File: src/rtl/par2ser_pkg.sv
// Shared constants and helpers for the parallel-to-serial FIFO serialiser.
package par2ser_pkg;

    localparam logic [31:0] IDLE_DEFAULT = 32'hBC;
    localparam int unsigned STATS_W = 16;

    // Saturating increment for the optional slot statistics counters.
    function automatic logic [STATS_W-1:0] sat_inc(input logic [STATS_W-1:0] v);
        return (&v) ? v : v + 1'b1;
    endfunction

endpackage

File: src/rtl/p2s_fifo_buf.sv
// Synchronous FIFO buffering parallel words ahead of the serialiser.
module p2s_fifo_buf #(
    parameter int unsigned WIDTH = 8,
    parameter int unsigned DEPTH = 4
) (
    input  logic                     clk_8f,
    input  logic                     reset_L,
    input  logic                     push,
    input  logic                     pop,
    input  logic [WIDTH-1:0]         din,
    output logic [WIDTH-1:0]         head,
    output logic [$clog2(DEPTH):0]   level,
    output logic                     full,
    output logic                     empty
);

    localparam int unsigned AW = $clog2(DEPTH);

    logic [WIDTH-1:0] mem [DEPTH];
    logic [AW-1:0]    wr_ptr_q;
    logic [AW-1:0]    rd_ptr_q;
    logic [AW:0]      count_q;
    logic             do_push;
    logic             do_pop;

    assign full    = (count_q == (AW+1)'(DEPTH));
    assign empty   = (count_q == '0);
    assign level   = count_q;
    assign head    = mem[rd_ptr_q];
    assign do_push = push && !full;
    assign do_pop  = pop && !empty;

    always_ff @(posedge clk_8f or negedge reset_L) begin
        if (!reset_L) begin
            wr_ptr_q <= '0;
            rd_ptr_q <= '0;
            count_q  <= '0;
        end else begin
            if (do_push) wr_ptr_q <= wr_ptr_q + 1'b1;
            if (do_pop)  rd_ptr_q <= rd_ptr_q + 1'b1;
            unique case ({do_push, do_pop})
                2'b10:   count_q <= count_q + 1'b1;
                2'b01:   count_q <= count_q - 1'b1;
                default: count_q <= count_q;
            endcase
        end
    end

    // Storage needs no reset: pointers alone define which entries are valid.
    always_ff @(posedge clk_8f) begin
        if (do_push) mem[wr_ptr_q] <= din;
    end

endmodule

File: src/rtl/par2ser_fifo.sv
// Buffered parallel-to-serial converter sending IDLE words when the buffer is empty.
// Optional slot statistics outputs are enabled with macro P2S_STATS_EN.
module par2ser_fifo
    import par2ser_pkg::*;
#(
    parameter int unsigned WIDTH     = 8,
    parameter int unsigned DEPTH     = 4,
    parameter logic [31:0] IDLE      = IDLE_DEFAULT,
    parameter bit          MSB_FIRST = 1'b1
) (
    input  logic                     clk_8f,
    input  logic                     reset_L,
    input  logic [WIDTH-1:0]         data_in,
    input  logic                     valid_in,
    output logic                     ready_out,
    output logic                     data_out_P2S,
    output logic                     frame_start,
    output logic                     sending_data,
`ifdef P2S_STATS_EN
    output logic [$clog2(DEPTH):0]   fifo_level,
    output logic [STATS_W-1:0]       data_words,
    output logic [STATS_W-1:0]       idle_words
`else
    output logic [$clog2(DEPTH):0]   fifo_level
`endif
);

    localparam int unsigned CW = $clog2(WIDTH);
    localparam logic [CW-1:0]    CNT_MAX = CW'(WIDTH - 1);
    localparam logic [WIDTH-1:0] IDLE_W  = IDLE[WIDTH-1:0];

    logic [CW-1:0]    cnt_q;
    logic [WIDTH-1:0] word_q;
    logic             word_data_q;
    logic [CW-1:0]    bit_idx;
    logic             slot_end;
    logic             push;
    logic             pop;
    logic [WIDTH-1:0] head;
    logic             full;
    logic             empty;

    assign ready_out = !full;
    assign push      = valid_in && ready_out;
    assign slot_end  = (cnt_q == CNT_MAX);
    // Pop only at a slot boundary; a word pushed on that same edge waits a slot.
    assign pop       = slot_end && !empty;
    assign bit_idx   = MSB_FIRST ? (CNT_MAX - cnt_q) : cnt_q;

    p2s_fifo_buf #(
        .WIDTH (WIDTH),
        .DEPTH (DEPTH)
    ) u_buf (
        .clk_8f  (clk_8f),
        .reset_L (reset_L),
        .push    (push),
        .pop     (pop),
        .din     (data_in),
        .head    (head),
        .level   (fifo_level),
        .full    (full),
        .empty   (empty)
    );

    always_ff @(posedge clk_8f or negedge reset_L) begin
        if (!reset_L) begin
            cnt_q        <= '0;
            word_q       <= IDLE_W;
            word_data_q  <= 1'b0;
            data_out_P2S <= 1'b0;
            frame_start  <= 1'b0;
            sending_data <= 1'b0;
        end else begin
            data_out_P2S <= word_q[bit_idx];
            frame_start  <= (cnt_q == '0);
            sending_data <= word_data_q;
            if (slot_end) begin
                cnt_q       <= '0;
                word_q      <= empty ? IDLE_W : head;
                word_data_q <= !empty;
            end else begin
                cnt_q <= cnt_q + 1'b1;
            end
        end
    end

`ifdef P2S_STATS_EN
    logic [STATS_W-1:0] data_words_q;
    logic [STATS_W-1:0] idle_words_q;

    assign data_words = data_words_q;
    assign idle_words = idle_words_q;

    always_ff @(posedge clk_8f or negedge reset_L) begin
        if (!reset_L) begin
            data_words_q <= '0;
            idle_words_q <= '0;
        end else if (slot_end) begin
            if (empty) idle_words_q <= sat_inc(idle_words_q);
            else       data_words_q <= sat_inc(data_words_q);
        end
    end
`endif

endmodule

File: config.mk
export PLATFORM = sky130hd
export DESIGN_NAME = par2ser_fifo
export DESIGN_NICKNAME = d
export VERILOG_FILES = /design/src/rtl/par2ser_pkg.sv /design/src/rtl/p2s_fifo_buf.sv /design/src/rtl/par2ser_fifo.sv
export SDC_FILE = /design/constraint.sdc
export NUM_CORES = 1
export LEC_CHECK = 0
export ABC_CLOCK_PERIOD_IN_PS = 3200
export CORE_ASPECT_RATIO = 2
export CORE_MARGIN = 2
export CORE_UTILIZATION = 29
export DETAILED_ROUTE_END_ITERATION = 12
export PLACE_DENSITY = 0.57
export SETUP_SLACK_MARGIN = 0.1
export SYNTH_ARGS = -nofsm -noshare
export SYNTH_HDL_FRONTEND = slang
export SYNTH_SLANG_ARGS = --single-unit
File: constraint.sdc
create_clock -name clk_8f -period 3.2 [get_ports clk_8f]
set_clock_uncertainty 0.2 [all_clocks]
set_input_delay 0.32 -clock clk_8f [delete_from_list [all_inputs] [get_ports clk_8f]]
set_output_delay 0.32 -clock clk_8f [all_outputs]
set_load 0.05 [all_outputs]
After elaboration in Yosys (flattened, before gate mapping)
Memory sizes are Yosys's and may differ from the RTL's.
Index checks and enable logic that the tools add are counted.
Word-level totals
  bits in registers: 22
  memory bits (writable): 32
  input port bits: 11
  output and inout bits: 7
  logic and storage cells: 37
  memories: 1
Cells by class
  add/subtract/negate cells: 6
  magnitude comparators: 1
  eq/ne operators: 4
  muxes and demuxes: 7
  reduce and logical (&&, ||, !) cells: 9
Memory list
  u_buf.mem: words 4, width 8, read ports 1, clocked after memory_dff 0, write ports 1, line p2s_fifo_buf.sv:19  | logic [WIDTH-1:0] mem [DEPTH];
Operator list (number)
  8-bit two-way mux: 1
  3-bit by 1-bit adder with 3-bit output, second input constant: 2
  3-bit == test, second input constant: 2
  3-bit zero test: 2
  3-bit case mux with 2 select lines: 1
  2-bit by 1-bit adder with 2-bit output, second input constant: 2
  1-bit logical AND: 4
  3-bit by 4-bit less-than comparator with 1-bit output, second input constant: 1
  1-bit binary-select mux with 3-bit select: 1
  1-bit two-way mux: 3
  3-bit two-way mux: 1
  3-bit by 1-bit subtractor with 3-bit output, second input constant: 1
  3-bit subtractor, first input constant: 1
  2-bit by 1-bit == test with 1-bit output, second input constant: 1
  2-bit == test, second input constant: 1
  1-bit zero test: 2
  2-bit nonzero test: 1

Logic depth before layout (Yosys ltp)
Gate-level depths: netlist of run 1.
  depth after elaboration: 6
  gate-level depth with buffers: 9
  mapped depth without buffers: 9

By module
From an unflattened synthesis of run 1, not the netlist that was laid out.
Unflattened totals
  cells, all modules: 138
  area total of the unflattened synthesis: 2264.7 um2
Modules (own cells, without submodules)
  p2s_fifo_buf: times used 1, cells each 79, area each 1592.8 um2, seq. area each 1136.1 um2
  par2ser_fifo: times used 1, cells each 59, area each 671.9 um2, seq. area each 381.6 um2

Least setup slack after synthesis of run 1
OpenSTA, ideal clock, no wires.
  path type: reg2reg
  start: reg u_buf.count_q[2] (netlist: u_buf.level[2])
  end: reg u_buf.count_q[1] (netlist: u_buf.level[1])
  setup time: 125 ps
  arrival time: 2298 ps
  data required time: 2875 ps
  setup slack: 577 ps
  stages on the path, launching flop included: 7
  buffers on the path: 0
  clock period less this slack: 2623 ps
  cells stage by stage: dfrtp_1 -> or3b_4 -> and2_4 -> inv_1 -> ha_1 -> fa_1 -> mux2_2
Between the ends
  longest elaborated chain between the ends: 6
  elaborated cells on any way between the ends: 12
  classes of those cells: eq/ne: 3; mux: 1; reduce/logical: 8
RTL lines
  from (decl): line p2s_fifo_buf.sv:22  | logic [AW:0] count_q;
  from (signal assigned): line p2s_fifo_buf.sv:42  | 2'b10: count_q <= count_q + 1'b1;
  from (signal assigned): line p2s_fifo_buf.sv:43  | 2'b01: count_q <= count_q - 1'b1;
  from (signal assigned): line p2s_fifo_buf.sv:44  | default: count_q <= count_q;
  3-bit == test (*): line p2s_fifo_buf.sv:26  | assign full = (count_q == (AW+1)'(DEPTH));
  1-bit zero test (*): line par2ser_fifo.sv:43  | assign ready_out = !full;
  via ready_out: line par2ser_fifo.sv:15  | output logic ready_out,
  1-bit logical AND: line par2ser_fifo.sv:44  | assign push = valid_in && ready_out;
  1-bit logical AND (*): line p2s_fifo_buf.sv:30  | assign do_push = push && !full;
  2-bit by 1-bit == test with 1-bit output / 2-bit == test (equally long branches): line p2s_fifo_buf.sv:41  | unique case ({do_push, do_pop})
  3-bit case mux with 2 select lines / 2-bit nonzero test (equally long branches)
The timed path passes the listed nets; every way through them passes the cells marked *.
A chain may end at the register's enable or synchronous reset.

Worst setup path in the final report of run 1
  start: reg u_buf.count_q[0] (netlist: u_buf.level[0])
  end: reg u_buf.count_q[2] (netlist: u_buf.level[2])
Between the ends
  longest elaborated chain between the ends: 6
  elaborated cells on any way between the ends: 14
  classes of those cells: add/sub: 2; eq/ne: 3; mux: 1; reduce/logical: 8
RTL lines
  3-bit zero test (*): line p2s_fifo_buf.sv:27  | assign empty = (count_q == '0);
  1-bit zero test (*): line p2s_fifo_buf.sv:31, par2ser_fifo.sv:47
  1-bit logical AND: line par2ser_fifo.sv:47  | assign pop = slot_end && !empty;
  1-bit logical AND (*): line p2s_fifo_buf.sv:31  | assign do_pop = pop && !empty;
  via u_buf.do_pop: line p2s_fifo_buf.sv:24  | logic do_pop;
  2-bit by 1-bit == test with 1-bit output / 2-bit == test (equally long branches): line p2s_fifo_buf.sv:41
  3-bit case mux with 2 select lines / 2-bit nonzero test (equally long branches)
Marked as above.

==> results.json, run 1 <==
{
  "syn_nets": 139,
  "ys_types": 22,
  "finalCritPeriodShare_pct": 84.1,
  "die_area_um2": 8210,
  "layout-drive-gt1-share_pct": 23.2,
  "drtIter0Drc": 24,
  "ys_ff_latch": 54,
  "power_frac_comb_pct": 28.3,
  "htree_num_levels": 2,
  "track_usage_pct": 10.1,
  "path_cells": "o31ai_2 > inv_1 > ha_1 > fa_1 > xnor2_1 > nor2_1 > xor2_1",
  "cts.repair.resized": 0,
  "slowest_stage": "o31ai_2",
  "io_pins": 18,
  "grt_max_degree": 23,
  "cts_sinks": 54,
  "die_h_um": 126,
  "finalHoldViolations": 0,
  "post_cts.repair.setup_buffers": 0,
  "critPathKind": "flop to flop",
  "wirelength_mm": 3.66,
  "yosysWarnings": 0,
  "cts_tree": "done",
  "crit_path_max_incr_delay_ns": 0.62,
  "cp_max_fo": 8,
  "syn_area_um2": 2160,
  "area_growth_pct": 19.5,
  "clk_pin_slew_worst_paths_ns": 0.06,
  "status": "completed",
  "p_per_area_nw_per_um2": 882,
  "routedWlPerCell_um": 15.6,
  "drc": 0,
  "root_buffer": "clkbuf_16",
  "overflow": 0,
  "crit_path_start_kind": "flop",
  "clockBufferDepth": 2,
  "fillers": 721,
  "diodes": 0,
  "antenna_found_initial": 0,
  "setup_tns_ns": 0,
  "rows": 44,
  "cts-hold-fix-buffers": 0,
  "place_congestion": 0.777,
  "syn_inst": 119,
  "period_minus_slack_ns": 2.69,
  "switchingPower_uw": 700,
  "nets": 161,
  "die_w_um": 65.1,
  "vias_per_cell": 4.53,
  "switching_share_pct": 30.7,
  "initial_core_util_pct": 29.8,
  "power.internal_mw": 1.58,
  "ant_nets": 0,
  "relSlewSlack_pct": 34.7,
  "grt_pass1_vias": 1161,
  "peakVddDrop_mv": 0.266,
  "cp-end-kind": "flop",
  "cp.arrival_ns": 2.66,
  "crit_required_ns": 3.17,
  "firstDrtPassIters": 2,
  "p_seq_share_pct": 49.4,
  "fp.coreArea_um2": 7270,
  "io_buffer_count": 17,
  "total_power_mw": 2.28,
  "grt_pass1_wl_mm": 5.91,
  "clk_latency_ns": 0.29,
  "reg2regPathDepth": 7,
  "power.leakage_nw": 0.967,
  "vias": 1059,
  "worstHoldPathType": "flop to flop",
  "syn_area_per_cell_um2": 18.2,
  "power.clock.fraction_pct": 22.3,
  "drv_cap": 0,
  "finalMaxSlewViolations": 0,
  "min_path_cells": 0,
  "yosysSeqAreaShare_pct": 70.1,
  "rsz0062_at_grt": "false",
  "dpl.hpwl_mm": 2.81,
  "cts_buffers": 5,
  "finalSetupViolations": 0,
  "worst_slew_pin_slew_ns": 0.977,
  "fmax_mhz": 371
}
cells in the mapped netlist (all sizes together):
master	count	area [um2]
o31ai	1	12.5
or3b	1	11.3
and2	1	8.76
inv	10	37.5
mux2	3	37.5
o22a	5	43.8
mux4	10	225
dfstp	5	131
xor2	1	8.76
buf	1	5.00
and3	4	30.0
nand2	4	15.0
edfxtp	32	961
fa	1	20.0
xnor2	5	43.8
nor2	2	7.51
o21ai	4	20.0
ha	8	100
dfrtp	17	425
clkbuf	2	7.51
nor2b	2	12.5
path summary, 6_finish.rpt:
path	startpoint	end	slack, ns
max	u_buf.level[0]	u_buf.level[2]	0.51
max in group asynchronous	reset_L	u_buf.wr_ptr_q[1]	1.83
min in group asynchronous	reset_L	u_buf.rd_ptr_q[0]	0.37
min	word_data_q	sending_data	0.18
min reg2reg	word_data_q	sending_data	0.18
max reg2reg	u_buf.level[0]	u_buf.level[2]	0.51
layer usage:
layer | share of wire (%) | wire length, um | track usage [%]
met5 | 0 | 0 | 0
met4 | 2.9 | 106 | 5.51
met3 | 3.3 | 120 | 3.21
met2 | 62 | 2280 | 20.0
met1 | 32 | 1150 | 8.25
power groups by stage:
stage	clock network, mW	logic, mW	registers, mW
global placement	0	0.641	1.13
CTS	0.532	0.661	1.14
floorplan	0	0.421	1.16
finish	0.510	0.645	1.13
detailed placement	0	0.660	1.15
global route	0.551	0.701	1.16
worst max-delay path: cells and delay by family (launching register included):
| kind | cells | cell delay (ns) |
|---|---|---|
| adders and majority gates | 2 | 0.68 |
| and+or+nand+nor | 1 | 0.06 |
| xor gates and xnor gates | 2 | 0.32 |
| AOI/OAI and AO/OA | 1 | 0.62 |
| DFF | 1 | 0.46 |
| buffers and inverters | 1 | 0.23 |
kinds of logic after synthesis:
kind of cell             share of synthesized area, %
adder cells (fa/ha/maj)                          5.55
multiplexers                                     12.1
flip-flops                                       70.1
buffers and inverters                            2.31
XOR/XNOR                                         2.43
AO/OA/AOI/OAI                                    3.53
AND/OR/NAND/NOR                                  3.93
layout by cell type, fill, tap and decap left out, drive strengths merged, types with 2 or more instances in the layout:
master         synthesis  routed
and3                   4       4
clkbuf                 2       6
clkdlybuf4s50          0      17
dfrtp                 17      17
dfstp                  5       5
edfxtp                32      32
ha                     8       8
inv                   10      10
mux2                   3       3
mux4                  10      10
nand2                  4       4
nor2                   2       2
nor2b                  2       2
o21ai                  4       4
o22a                   5       5
xnor2                  5       5
registers in the layout, summed over array words and instances (netlist names):
register	cells
u_buf.mem	32
word_q	8
cnt_q	3
u_buf.level	3
u_buf.rd_ptr_q	2
u_buf.wr_ptr_q	2
data_out_P2S	1
frame_start	1
sending_data	1
word_data_q	1
final cells by class:
class / count / area (um2) / area share [%]
flip-flops and latches: 54 / 1520 / 58.7
multi-input cells: 52 / 597 / 23.1
repair buffers: 18 / 178 / 6.87
clock buffers: 6 / 129 / 4.98
well taps: 92 / 115 / 4.45
inverters: 10 / 37.5 / 1.45
clock inverters: 2 / 13.8 / 0.532
metrics by stage:
step / std cells / utilization, % / worst slack (ns) / hold WS [ns] / cell area, um2
after floorplan: 119 / - / 0.577 / -0.176 / 2160
after global placement: 226 / 33.6 / 0.602 / 0.169 / 2440
after detailed placement: 226 / 33.6 / 0.506 / 0.170 / 2440
after CTS: 234 / 35.6 / 0.488 / 0.186 / 2590
after global routing: 234 / 35.6 / 0.341 / 0.196 / 2590
final: 234 / 35.6 / 0.508 / 0.182 / 2590
No activity file was read; power rests on OpenSTA's default activity.
==> run 2: changes to the inputs <==
Settings changed: ABC_CLOCK_PERIOD_IN_PS 3200 to 2450, PLACE_DENSITY 0.57 to 0.58.
Clock period 3.2 ns to 2.45 ns, I/O delays scaled along.
==> results.json, run 2 (synthesis gave the netlist of run 1 again) <==
{
  "dpl.hpwl_mm": 2.72,
  "drv_cap": 0,
  "clockBufferDepth": 2,
  "fmax_mhz": 442,
  "cp-end-kind": "flop",
  "finalMaxSlewViolations": 0,
  "initial_core_util_pct": 29.8,
  "drc": 0,
  "track_usage_pct": 10.3,
  "cts_sinks": 54,
  "nets": 166,
  "worst_slew_pin_slew_ns": 0.601,
  "critPathKind": "flop to flop",
  "cp_max_fo": 6,
  "firstDrtPassIters": 4,
  "finalSetupViolations": 0,
  "clk_pin_slew_worst_paths_ns": 0.07,
  "diodes": 0,
  "worstHoldPathType": "input port to asynchronous set/reset pin",
  "largest_registers": "u_buf.mem x32, word_q x8",
  "setup_tns_ns": 0,
  "seq_area_um2": 1520,
  "fp.coreArea_um2": 7270,
  "crit_required_ns": 2.43,
  "io_buffer_count": 17,
  "place_congestion": 0.725,
  "ant_nets": 0,
  "fin_util_pct": 36.5,
  "routedWlPerCell_um": 14.9,
  "rsz0062_at_grt": "false",
  "clk_latency_ns": 0.29,
  "peakVddDrop_mv": 0.369,
  "status": "completed",
  "finalCritPeriodShare_pct": 92.4,
  "area_growth_pct": 22.4,
  "overflow": 0,
  "layout-drive-gt1-share_pct": 29.9,
  "vias": 1056,
  "drtIter0Drc": 34,
  "layout_commonest_cell": "edfxtp_1",
  "io_pins": 18,
  "period_minus_slack_ns": 2.26,
  "top_register": "u_buf.mem",
  "largest_reg_flops": 32,
  "root_buffer": "clkbuf_16",
  "grt_pass1_wl_mm": 6.11,
  "die_area_um2": 8210,
  "cp.arrival_ns": 2.24,
  "relSlewSlack_pct": 59.9,
  "grt_max_degree": 23,
  "fin_hold_ws_ns": 0.0965,
  "cts_tree": "done",
  "power.leakage_nw": 0.987,
  "rows": 44,
  "cts-hold-fix-buffers": 0,
  "vias_per_cell": 4.42,
  "crit_path_start_kind": "flop",
  "grt_pass1_vias": 1216,
  "antenna_found_initial": 0,
  "wirelength_mm": 3.57,
  "die_w_um": 65.1,
  "finalHoldViolations": 0,
  "final_cell_mix": "edfxtp_1, clkdlybuf4s50_1, dfrtp_1",
  "htree_num_levels": 2,
  "p_per_area_nw_per_um2": 1130,
  "fillers": 713,
  "cts_buffers": 5,
  "multi_input_area_um2": 624,
  "die_h_um": 126
}
[run 2: changes by cell type in the layout (fill, tap and decap cells not counted), moves of 2 or more]
cell / before / now
inv_1: 10 / 8
inv_2: 0 / 2
buf_4: 1 / 6
dfrtp_1: 17 / 14
dfrtp_2: 0 / 3
[run 2: timing repair]
action	4_1_cts	5_1_grt
setup endpoints to repair	1	2
pin swaps	0	1
setup buffers	0	2
gates resized for setup	1	1
[run 2: power breakdown]
group,switching [mW],internal [mW],leakage [nW]
Sequential,0.204,1.27,0.538
Clock,0.289,0.374,0.0683
Combinational,0.421,0.453,0.381
[run 2: layer usage]
metal / GRT usage (%) / wire [um]
met2: 19.8 / 2240
met1: 9.15 / 1130
met4: 5.51 / 80
met5: 0 / 0
met3: 3.04 / 120
[run 2: worst max-delay path, stage by stage (launching register included)]
cell and delay (ns):
dfrtp_2 0.46, or3b_4 0.42, and2_4 0.17, inv_2 0.06, ha_4 0.14, fa_2 0.42, mux2_4 0.28
[run 2: path summary, 6_finish.rpt]
| path | slack, ns | startpoint | depth (start not counted) | end |
|---|---|---|---|---|
| setup / recovery | 0.19 | u_buf.level[0] | 6 | u_buf.level[1] |
| hold reg to reg | 0.18 | word_data_q | 0 | sending_data |
| max in group asynchronous | 1.68 | reset_L | 2 | word_q[3] |
| setup reg to reg | 0.19 | u_buf.level[0] | 6 | u_buf.level[1] |
| hold / removal | 0.1 | reset_L | 2 | data_out_P2S |
| min in group clk_8f | 0.18 | word_data_q | 0 | sending_data |
[run 2: per-stage QoR]
stage | total power, mW | setup WS (ns) | cell area (um2) | instances
3_5_place_dp | 2.38 | 0.135 | 2500 | 229
4_1_cts | 3.05 | 0.111 | 2630 | 237
6_report | 3.01 | 0.187 | 2650 | 239
5_1_grt | 3.19 | 0.0972 | 2650 | 239
2_1_floorplan | 2.09 | 0.0367 | 2190 | 119
3_3_place_gp | 2.33 | 0.187 | 2500 | 229
[run 2: layout make-up]
| class | count | area share (%) |
|---|---|---|
| flip-flops and latches | 54 | 57.4 |
| multi-input cells | 52 | 23.6 |
| repair buffers | 23 | 8.07 |
| clock buffers | 6 | 4.86 |
| well taps | 92 | 4.34 |
| inverters | 10 | 1.42 |
| clock inverters | 2 | 0.331 |
==> run 3: changes to the inputs <==
--- a/constraint.sdc
+++ b/constraint.sdc
@@ -4,2 +4,2 @@
 set_output_delay 0.245 -clock clk_8f [all_outputs]
-set_load 0.05 [all_outputs]
+set_load 0.02 [all_outputs]
==> results.json, run 3 (synthesis gave the netlist of run 1 again) <==
{
  "status": "completed",
  "ant_nets": 0,
  "initial_core_util_pct": 29.8,
  "root_buffer": "clkbuf_16",
  "fin_util_pct": 36.5,
  "htree_num_levels": 2,
  "finalSetupViolations": 0,
  "routedWlPerCell_um": 14.9,
  "drtIter0Drc": 26,
  "fmax_mhz": 442,
  "numPlacedInstances": 231,
  "clk_latency_ns": 0.29,
  "relSlewSlack_pct": 60.2,
  "power.leakage_nw": 0.993,
  "final_cell_mix": "edfxtp_1, clkdlybuf4s50_1, dfrtp_1",
  "io_buffer_count": 17,
  "track_usage_pct": 10.1,
  "layout-drive-gt1-share_pct": 30.4,
  "grt_pass1_vias": 1237,
  "area_growth_pct": 22.7,
  "period_minus_slack_ns": 2.26,
  "drv_cap": 0,
  "finalHoldViolations": 0,
  "nets": 167,
  "cp-end-kind": "flop",
  "place_congestion": 0.743,
  "grt_max_degree": 23,
  "rows": 44,
  "cts_sinks": 54,
  "die_h_um": 126,
  "cp_max_fo": 6,
  "cts_tree": "done",
  "finalMaxSlewViolations": 0,
  "clockBufferDepth": 2,
  "peakVddDrop_mv": 0.371,
  "firstDrtPassIters": 4,
  "layout_commonest_cell": "edfxtp_1",
  "cts_buffers": 5,
  "diodes": 0,
  "dpl.hpwl_mm": 2.75,
  "worst_slew_pin_slew_ns": 0.597,
  "die_area_um2": 8210,
  "rsz0062_at_grt": "false",
  "antenna_found_initial": 0,
  "p_per_area_nw_per_um2": 1100,
  "worstHoldPathType": "input port to asynchronous set/reset pin",
  "crit_path_start_kind": "flop",
  "postLayoutSetupSlackWorst_ns": 0.186,
  "top_register": "u_buf.mem",
  "die_w_um": 65.1,
  "clk_pin_slew_worst_paths_ns": 0.07,
  "crit_required_ns": 2.43,
  "cp.arrival_ns": 2.24,
  "vias_per_cell": 4.43,
  "finalCritPeriodShare_pct": 92.4,
  "largest_reg_flops": 32,
  "grt_pass1_wl_mm": 5.92,
  "fp.coreArea_um2": 7270,
  "drc": 0,
  "overflow": 0,
  "wirelength_mm": 3.57,
  "setup_tns_ns": 0,
  "critPathKind": "flop to flop",
  "preCtsSetupSlack_ns": 0.142,
  "vias": 1062,
  "largest_registers": "u_buf.mem x32, word_q x8",
  "io_pins": 18,
  "total_power_mw": 2.93,
  "final_cells": 240
}
## run 3: changes by cell type in the layout (fill, tap and decap cells not counted), sizes merged
cell	previous run	this run
buf	6	7
clkbuf	6	7
clkdlybuf4s50	16	17
clkinv	2	1
dlygate4sd2	1	0
## run 3: routing by layer
| metal | vias to the layer above | wire length, um | share of wire, % | global-route usage (%) |
|---|---|---|---|---|
| met5 | - | 0 | 0 | 0 |
| met3 | 6 | 111 | 3.1 | 2.95 |
| li1 | 492 | - | - | - |
| met2 | 14 | 2290 | 64 | 20.4 |
| met4 | 0 | 94 | 2.6 | 5.15 |
| met1 | 550 | 1070 | 30 | 8.00 |
## run 3: per-stage QoR
step,cell area (um2),hold WS (ns)
after floorplan,2180,-0.251
after global placement,2490,0.162
after detailed placement,2490,0.169
after CTS,2640,0.109
after global routing,2660,0.130
final,2660,0.102
## run 3: final cells by class
class	count	area (um2)
Sequential cell	54	1520
Tap cell	92	115
Fill cell	712	4610
Clock inverter	1	5.00
Inverter	10	37.5
Timing Repair Buffer	24	223
Clock buffer	7	143
Multi-Input combinational cell	52	611
## run 3: repair_timing
item                       4_1_cts  5_1_grt
hold buffers                     0        0
gates resized for setup          0        2
buffers inserted                 0        1
setup endpoints to repair        0        2
## run 3: worst max-delay path: stages (launching register included)
cell     delay [ns]
dfrtp_2        0.43
or3b_4         0.43
and2_4         0.19
inv_1          0.06
ha_2           0.18
fa_1           0.40
mux2_2         0.26
## run 3: worst paths after layout
kind / startpoint / to / slack (ns) / cells past startpoint
worst max register to register: u_buf.level[2] / u_buf.level[1] / 0.19 / 6
worst max-delay path: u_buf.level[2] / u_buf.level[1] / 0.19 / 6
worst min register to register: word_data_q / sending_data / 0.18 / 0
max in group asynchronous: reset_L / word_q[4] / 1.67 / 2
worst min-delay path: reset_L / u_buf.rd_ptr_q[0] / 0.10 / 2
min in group clk_8f: word_data_q / sending_data / 0.18 / 0
## run 3: power by group
part | internal (mW) | switching (mW) | leakage, nW
Combinational | 0.451 | 0.329 | 0.380
Clock | 0.405 | 0.287 | 0.0739
Sequential | 1.27 | 0.188 | 0.538
